===== config.mk =====
export PLATFORM = sky130hd
export DESIGN_NAME = uart_tx_buffer
export DESIGN_NICKNAME = d
export VERILOG_FILES = /design/src/rtl/uart_tx_buffer_pkg.sv /design/src/rtl/uart_tx_buffer_sync_fifo.sv /design/src/rtl/uart_tx_buffer.sv
export SDC_FILE = /design/constraint.sdc
export NUM_CORES = 1
export LEC_CHECK = 0
export ABC_AREA = 1
export CAP_MARGIN = 30
export CORE_MARGIN = 2
export CORE_UTILIZATION = 35
export DETAILED_ROUTE_END_ITERATION = 6
export HOLD_SLACK_MARGIN = 0.05
export SLEW_MARGIN = 0
export SYNTH_ARGS = -nofsm -noshare
export SYNTH_HDL_FRONTEND = slang
export SYNTH_SLANG_ARGS = --single-unit

===== constraint.sdc =====
create_clock -name clk -period 4.5 [get_ports clk]
set_input_delay 0.9 -clock clk [delete_from_list [all_inputs] [get_ports clk]]
set_output_delay 0.9 -clock clk [all_outputs]
set_load 0.02 [all_outputs]

===== src/rtl/uart_tx_buffer_pkg.sv =====
// uart_tx_buffer_pkg: shared UART timing constants, pacer state codes and helpers
`ifndef SYSCLK_FREQ
`define SYSCLK_FREQ 50000000
`endif
`ifndef BAUD_RATE
`define BAUD_RATE 115200
`endif
`ifndef UART_FRAME_BITS
`define UART_FRAME_BITS 11
`endif
`ifndef UART_GAP_BITS
`define UART_GAP_BITS 12
`endif

package uart_tx_buffer_pkg;
   localparam int DEF_SYSCLK_FREQ = `SYSCLK_FREQ;
   localparam int DEF_BAUD_RATE = `BAUD_RATE;
   localparam int GAP_BITS = `UART_GAP_BITS;
   localparam logic [0:0] ST_IDLE = 1'b0;
   localparam logic [0:0] ST_GAP = 1'b1;
   function automatic int ceil_div(input int a, input int b);
      return (a + b - 1) / b;
   endfunction
endpackage


===== src/rtl/uart_tx_buffer_sync_fifo.sv =====
// sync_fifo: register-array FIFO with combinational head read and registered flags
module sync_fifo #(
   parameter int WIDTH = 8,
   parameter int DEPTH = 16
) (
   input  logic                       clk,
   input  logic                       rst_n,
   input  logic                       push,
   input  logic [WIDTH-1:0]           push_data,
   input  logic                       pop,
   output logic [WIDTH-1:0]           pop_data,
   output logic                       full,
   output logic                       empty,
   output logic [$clog2(DEPTH):0]     level
);
   localparam int AW = $clog2(DEPTH);
   localparam int LW = AW + 1;
   logic [WIDTH-1:0] mem [DEPTH];
   logic [AW-1:0] wr_ptr, rd_ptr;
   logic do_push, do_pop;
   logic [LW-1:0] level_nxt;
   assign do_push = push && !full;
   assign do_pop = pop && !empty;
   assign pop_data = mem[rd_ptr];
   // next occupancy; push and pop together leave it unchanged
   always_comb begin
      level_nxt = level + LW'(do_push) - LW'(do_pop);
   end
   // storage needs no reset: contents are only read behind a valid level
   always_ff @(posedge clk) begin
      if (do_push) mem[wr_ptr] <= push_data;
   end
   // pointers wrap naturally since DEPTH is a power of two
   always_ff @(posedge clk or negedge rst_n) begin
      if (!rst_n) begin
         wr_ptr <= '0;
         rd_ptr <= '0;
         level <= '0;
         full <= 1'b0;
         empty <= 1'b1;
      end else begin
         wr_ptr <= do_push ? wr_ptr + AW'(1) : wr_ptr;
         rd_ptr <= do_pop ? rd_ptr + AW'(1) : rd_ptr;
         level <= level_nxt;
         full <= level_nxt == LW'(DEPTH);
         empty <= level_nxt == '0;
      end
   end
endmodule


===== src/rtl/uart_tx_buffer.sv =====
// uart_tx_buffer: byte FIFO plus frame pacer feeding a busy-less UART transmitter
module uart_tx_buffer
   import uart_tx_buffer_pkg::*;
#(
   parameter int DEPTH = 16,
   parameter int SYSCLK_FREQ = DEF_SYSCLK_FREQ,
   parameter int BAUD_RATE = DEF_BAUD_RATE
) (
   input  logic                   clk,
   input  logic                   rst_n,
   input  logic                   wr_en,
   input  logic [7:0]             wr_data,
   input  logic                   clr_ovf,
   output logic                   full,
   output logic                   empty,
   output logic [$clog2(DEPTH):0] level,
   output logic                   overflow,
   output logic                   tx_wr_en,
   output logic [7:0]             tx_wr_data
);
   localparam int BIT_CYCLES = ceil_div(SYSCLK_FREQ, BAUD_RATE);
   localparam int GAP_CYCLES = GAP_BITS * BIT_CYCLES;
   localparam int CW = $clog2(GAP_CYCLES);
   logic [0:0] state;
   logic [CW-1:0] gap_cnt;
   logic [7:0] head;
   logic pop, drop;
   // empty is registered, so a byte pushed this cycle is never popped this cycle
   assign pop = (state == ST_IDLE) && !empty;
   assign drop = wr_en && full;
   sync_fifo #(.WIDTH(8), .DEPTH(DEPTH)) u_fifo (
      .clk(clk),
      .rst_n(rst_n),
      .push(wr_en),
      .push_data(wr_data),
      .pop(pop),
      .pop_data(head),
      .full(full),
      .empty(empty),
      .level(level)
   );
   // pacer: one strobe per pop, then hold off until the counter reaches zero
   always_ff @(posedge clk or negedge rst_n) begin
      if (!rst_n) begin
         state <= ST_IDLE;
         gap_cnt <= '0;
         tx_wr_en <= 1'b0;
         tx_wr_data <= 8'h00;
      end else if (pop) begin
         state <= ST_GAP;
         gap_cnt <= CW'(GAP_CYCLES - 1);
         tx_wr_en <= 1'b1;
         tx_wr_data <= head;
      end else begin
         tx_wr_en <= 1'b0;
         gap_cnt <= (state == ST_GAP) ? gap_cnt - CW'(1) : gap_cnt;
         state <= (state == ST_GAP && gap_cnt == CW'(1)) ? ST_IDLE : state;
      end
   end
   // sticky overflow; a drop in the same cycle as a clear keeps it set
   always_ff @(posedge clk or negedge rst_n) begin
      if (!rst_n) overflow <= 1'b0;
      else overflow <= drop ? 1'b1 : (clr_ovf ? 1'b0 : overflow);
   end
endmodule


==> impl_results.md <==
* Status: finished, final reports clean
* Final hold vios at 0
* DRC errors left at 0
* Crit. End Element: flop
* Sequential share of power at 0.503
* Crit Path Class: input pin to flop
* Core ar. at 0.0196 mm2
* Slew margin rel. at 0.387
* Worst EP arrival at 3.11 ns
* Total power at 3.84 mW
* Post-layout minimum cycle time at 2.74 ns
* Static leakage at 3.11 nW
* Worst min path class: flop to flop
* Num ports at 29
* Post-Syn Instances at 639
* Number of CTS-inserted buffers at 17
* RSZ-0062 raised after global routing: false
* Yosys warning total at 0
* CP Max Fanout at 9
* Total GRT Usage at 0.150
* Mapped Area at 0.00701 mm2
* Fin nets at 690
* Final setup violation count at 0
* Unique masters post-synth at 29
* Synth Flop Type: edfxtp_1
* 1st-pass router iterations at 6
* Clock Sinks at 167
* Syn nets at 664
* Initial DRC count at 400
* CP dominant cell by count: inv_1
* Final ANT Viol Nets at 0
* Number of post-CTS setup repair buffers at 0
* Initial antenna violation count at 0
* CP top delay family: adder cells
* PwrDens at 477 mW/mm2
* Gates resized, CTS repair at 0
* Full die area at 0.0212 mm2
* Critical Path Source Type: input pin
* Critical Path RT at 4.87 ns
* Number of flops mapped to enable cells by yosys at 128
* Fin cells at 942
* Inst Count DP at 910
* Max clock buf depth at 2
* # rows at 51
* Cell Chain, Critical Path: clkdlybuf4s50_1 > inv_1 > nor2_2 > ha_1 > inv_1 > fa_1 > o21ai_0 > xor2_1 > and3_1
* Maximum clock frequency at 0.365 GHz
* Ys async rst share at 0.234
* Fraction of layout cells with a size suffix above 1 at 0.0606
* Hold path cells at 2
* Via count at 4535
* VDD IR max at 209 uV
* Root Driver: clkbuf_16
* First-pass GRT wire length at 24200 um
* R2r setup slk at 2.23 ns
* Leading area contributor after synthesis: edfxtp_1
* Largest cells by area after synthesis: edfxtp_1 55%, dfrtp_1 14%, nand2_1 12%
* Final Core Density at 0.411
* Critical Path Stages at 9
* Switching portion of total power at 0.279
* Commonest cells after routing, fill and taps aside: 221 x nand2_1, 128 x edfxtp_1, 106 x nand3_1
* Most common cell after layout, fill and taps aside: nand2_1
* CP max stage delay at 0.48 ns
* Seq cells post-synth at 167
* Die Wd at 146 um
* CTS Hold Bufs at 0
* Register area share after synthesis at 0.688
* Final Max Tran Viols at 0
* Antenna diode count at 0
* Clock-pin slew on the worst setup and hold paths at 0.06 ns
* Worst-Margin Slew at 0.919 ns
* Grt total ovfl at 0
* Syn avg cell area at 11.0 um2
* Number of global-route vias before repair at 4561
* Final worst-path cycle share at 0.609
* Post-DR vias/cell at 4.81
* Buffers added on ports at 28
* Max-cap violation count at 0
* Starting Density at 0.358
* Slowest cell on crit path: clkdlybuf4s50_1
* Combinational share of power at 0.154
* Clk pwr share at 0.343
* Worst r2r path cells at 9
* Final TNS setup at 0 ns
* GP Congestion at 0.870
* P_sw at 1.07 mW
* Post-DP HPWL at 10100 um
* Die height at 146 um
* Buf/Inv on CP at 3
* Clock Latency Late Sink at 0.43 ns
* WHS at 0.480 ns
* Routed WL at 15400 um
* H-tree depth at 4
* Power Internal at 2.77 mW
* Top cell type's share of synthesized area at 0.548
* Average routed wire per standard cell at 16.3 um
* Final-layout fill cell count at 1867
* Clock skew at 0.00738 ns
* TritonCTS clock tree: done
* Synthesis-to-layout area growth at 14.9%
* Largest net degree at the start of global routing at 68
metal layers:
metal	wire, um	vias to the layer above	track usage	part of all wire
li1	-	2213	-	-
met1	6930	2197	0.188	0.45
met2	7430	111	0.251	0.48
met3	794	14	0.0439	0.052
met4	210	0	0.0520	0.014
met5	0	-	0	0
cells in the mapped netlist (4+ instances only):
cell type,n
nand2_1,221
edfxtp_1,128
dfrtp_1,38
nor3_1,4
nand4_1,4
nor2_1,30
ha_1,12
inv_1,29
xor2_1,8
buf_2,15
clkbuf_1,4
buf_6,4
a21oi_1,5
o21ai_0,12
nand3_1,106
path summary, 6_finish.rpt:
kind | start | end
worst max-delay path | wr_en | u_fifo.full$_DFF_PN0_
worst min-delay path | tx_wr_data[5]$_DFFE_PN0P_ | tx_wr_data[5]$_DFFE_PN0P_
worst max register to register | u_fifo.empty$_DFF_PN1_ | u_fifo.full$_DFF_PN0_
worst min register to register | tx_wr_data[5]$_DFFE_PN0P_ | tx_wr_data[5]$_DFFE_PN0P_
max in group asynchronous | rst_n | u_fifo.rd_ptr[0]$_DFFE_PN0P_
min in group asynchronous | rst_n | tx_wr_data[4]$_DFFE_PN0P_
sequential cells by signal, summed over array words and instances, names as in the netlist:
signal,cells
tx_wr_data,8
u_fifo.full,1
u_fifo.level,5
gap_cnt,13
u_fifo.mem,128
tx_wr_en,1
u_fifo.empty,1
state,1
u_fifo.rd_ptr,4
overflow,1
u_fifo.wr_ptr,4
power by group through the flow:
stage	Clock (mW)	Combinational, mW	Sequential (mW)
after floorplan	0	0.336	1.99
after global placement	0	0.581	1.96
after detailed placement	0	0.597	1.97
after CTS	1.33	0.600	1.93
after global routing	1.40	0.665	1.95
final	1.32	0.590	1.93
layout make-up:
type,instances,area [um2],share of cell area
Multi-Input combinational cell,413,1910,0.237
Sequential cell,167,4820,0.599
Clock inverter,13,101,0.0126
Timing Repair Buffer,33,333,0.0413
Inverter,33,124,0.0154
Clock buffer,18,429,0.0533
Tap cell,265,332,0.0412
cells by family (layout without fill, tap and decap cells):
group,count (synthesis),after routing,share of synthesized area
buffers and inverters,59,97,0.0396
AO/OA/AOI/OAI,20,20,0.0150
adder cells (fa/ha/maj),13,13,0.0243
flip-flops,167,167,0.688
AND/OR/NAND/NOR,370,370,0.221
XOR/XNOR,10,10,0.0125
tightest hold or removal path: cells and delay by family (launching register included):
kind          cells  cell delay (ns)
flops             1             0.34
simple gates      2             0.10
stage by stage:
stage	setup slack, ns	cell area (um2)
after floorplan	2.08	7010
final	1.76	8050
after CTS	1.75	8030
after detailed placement	1.32	7500
after global placement	1.41	7490
after global routing	1.61	8050
No activity file was read; power rests on OpenSTA's default activity.
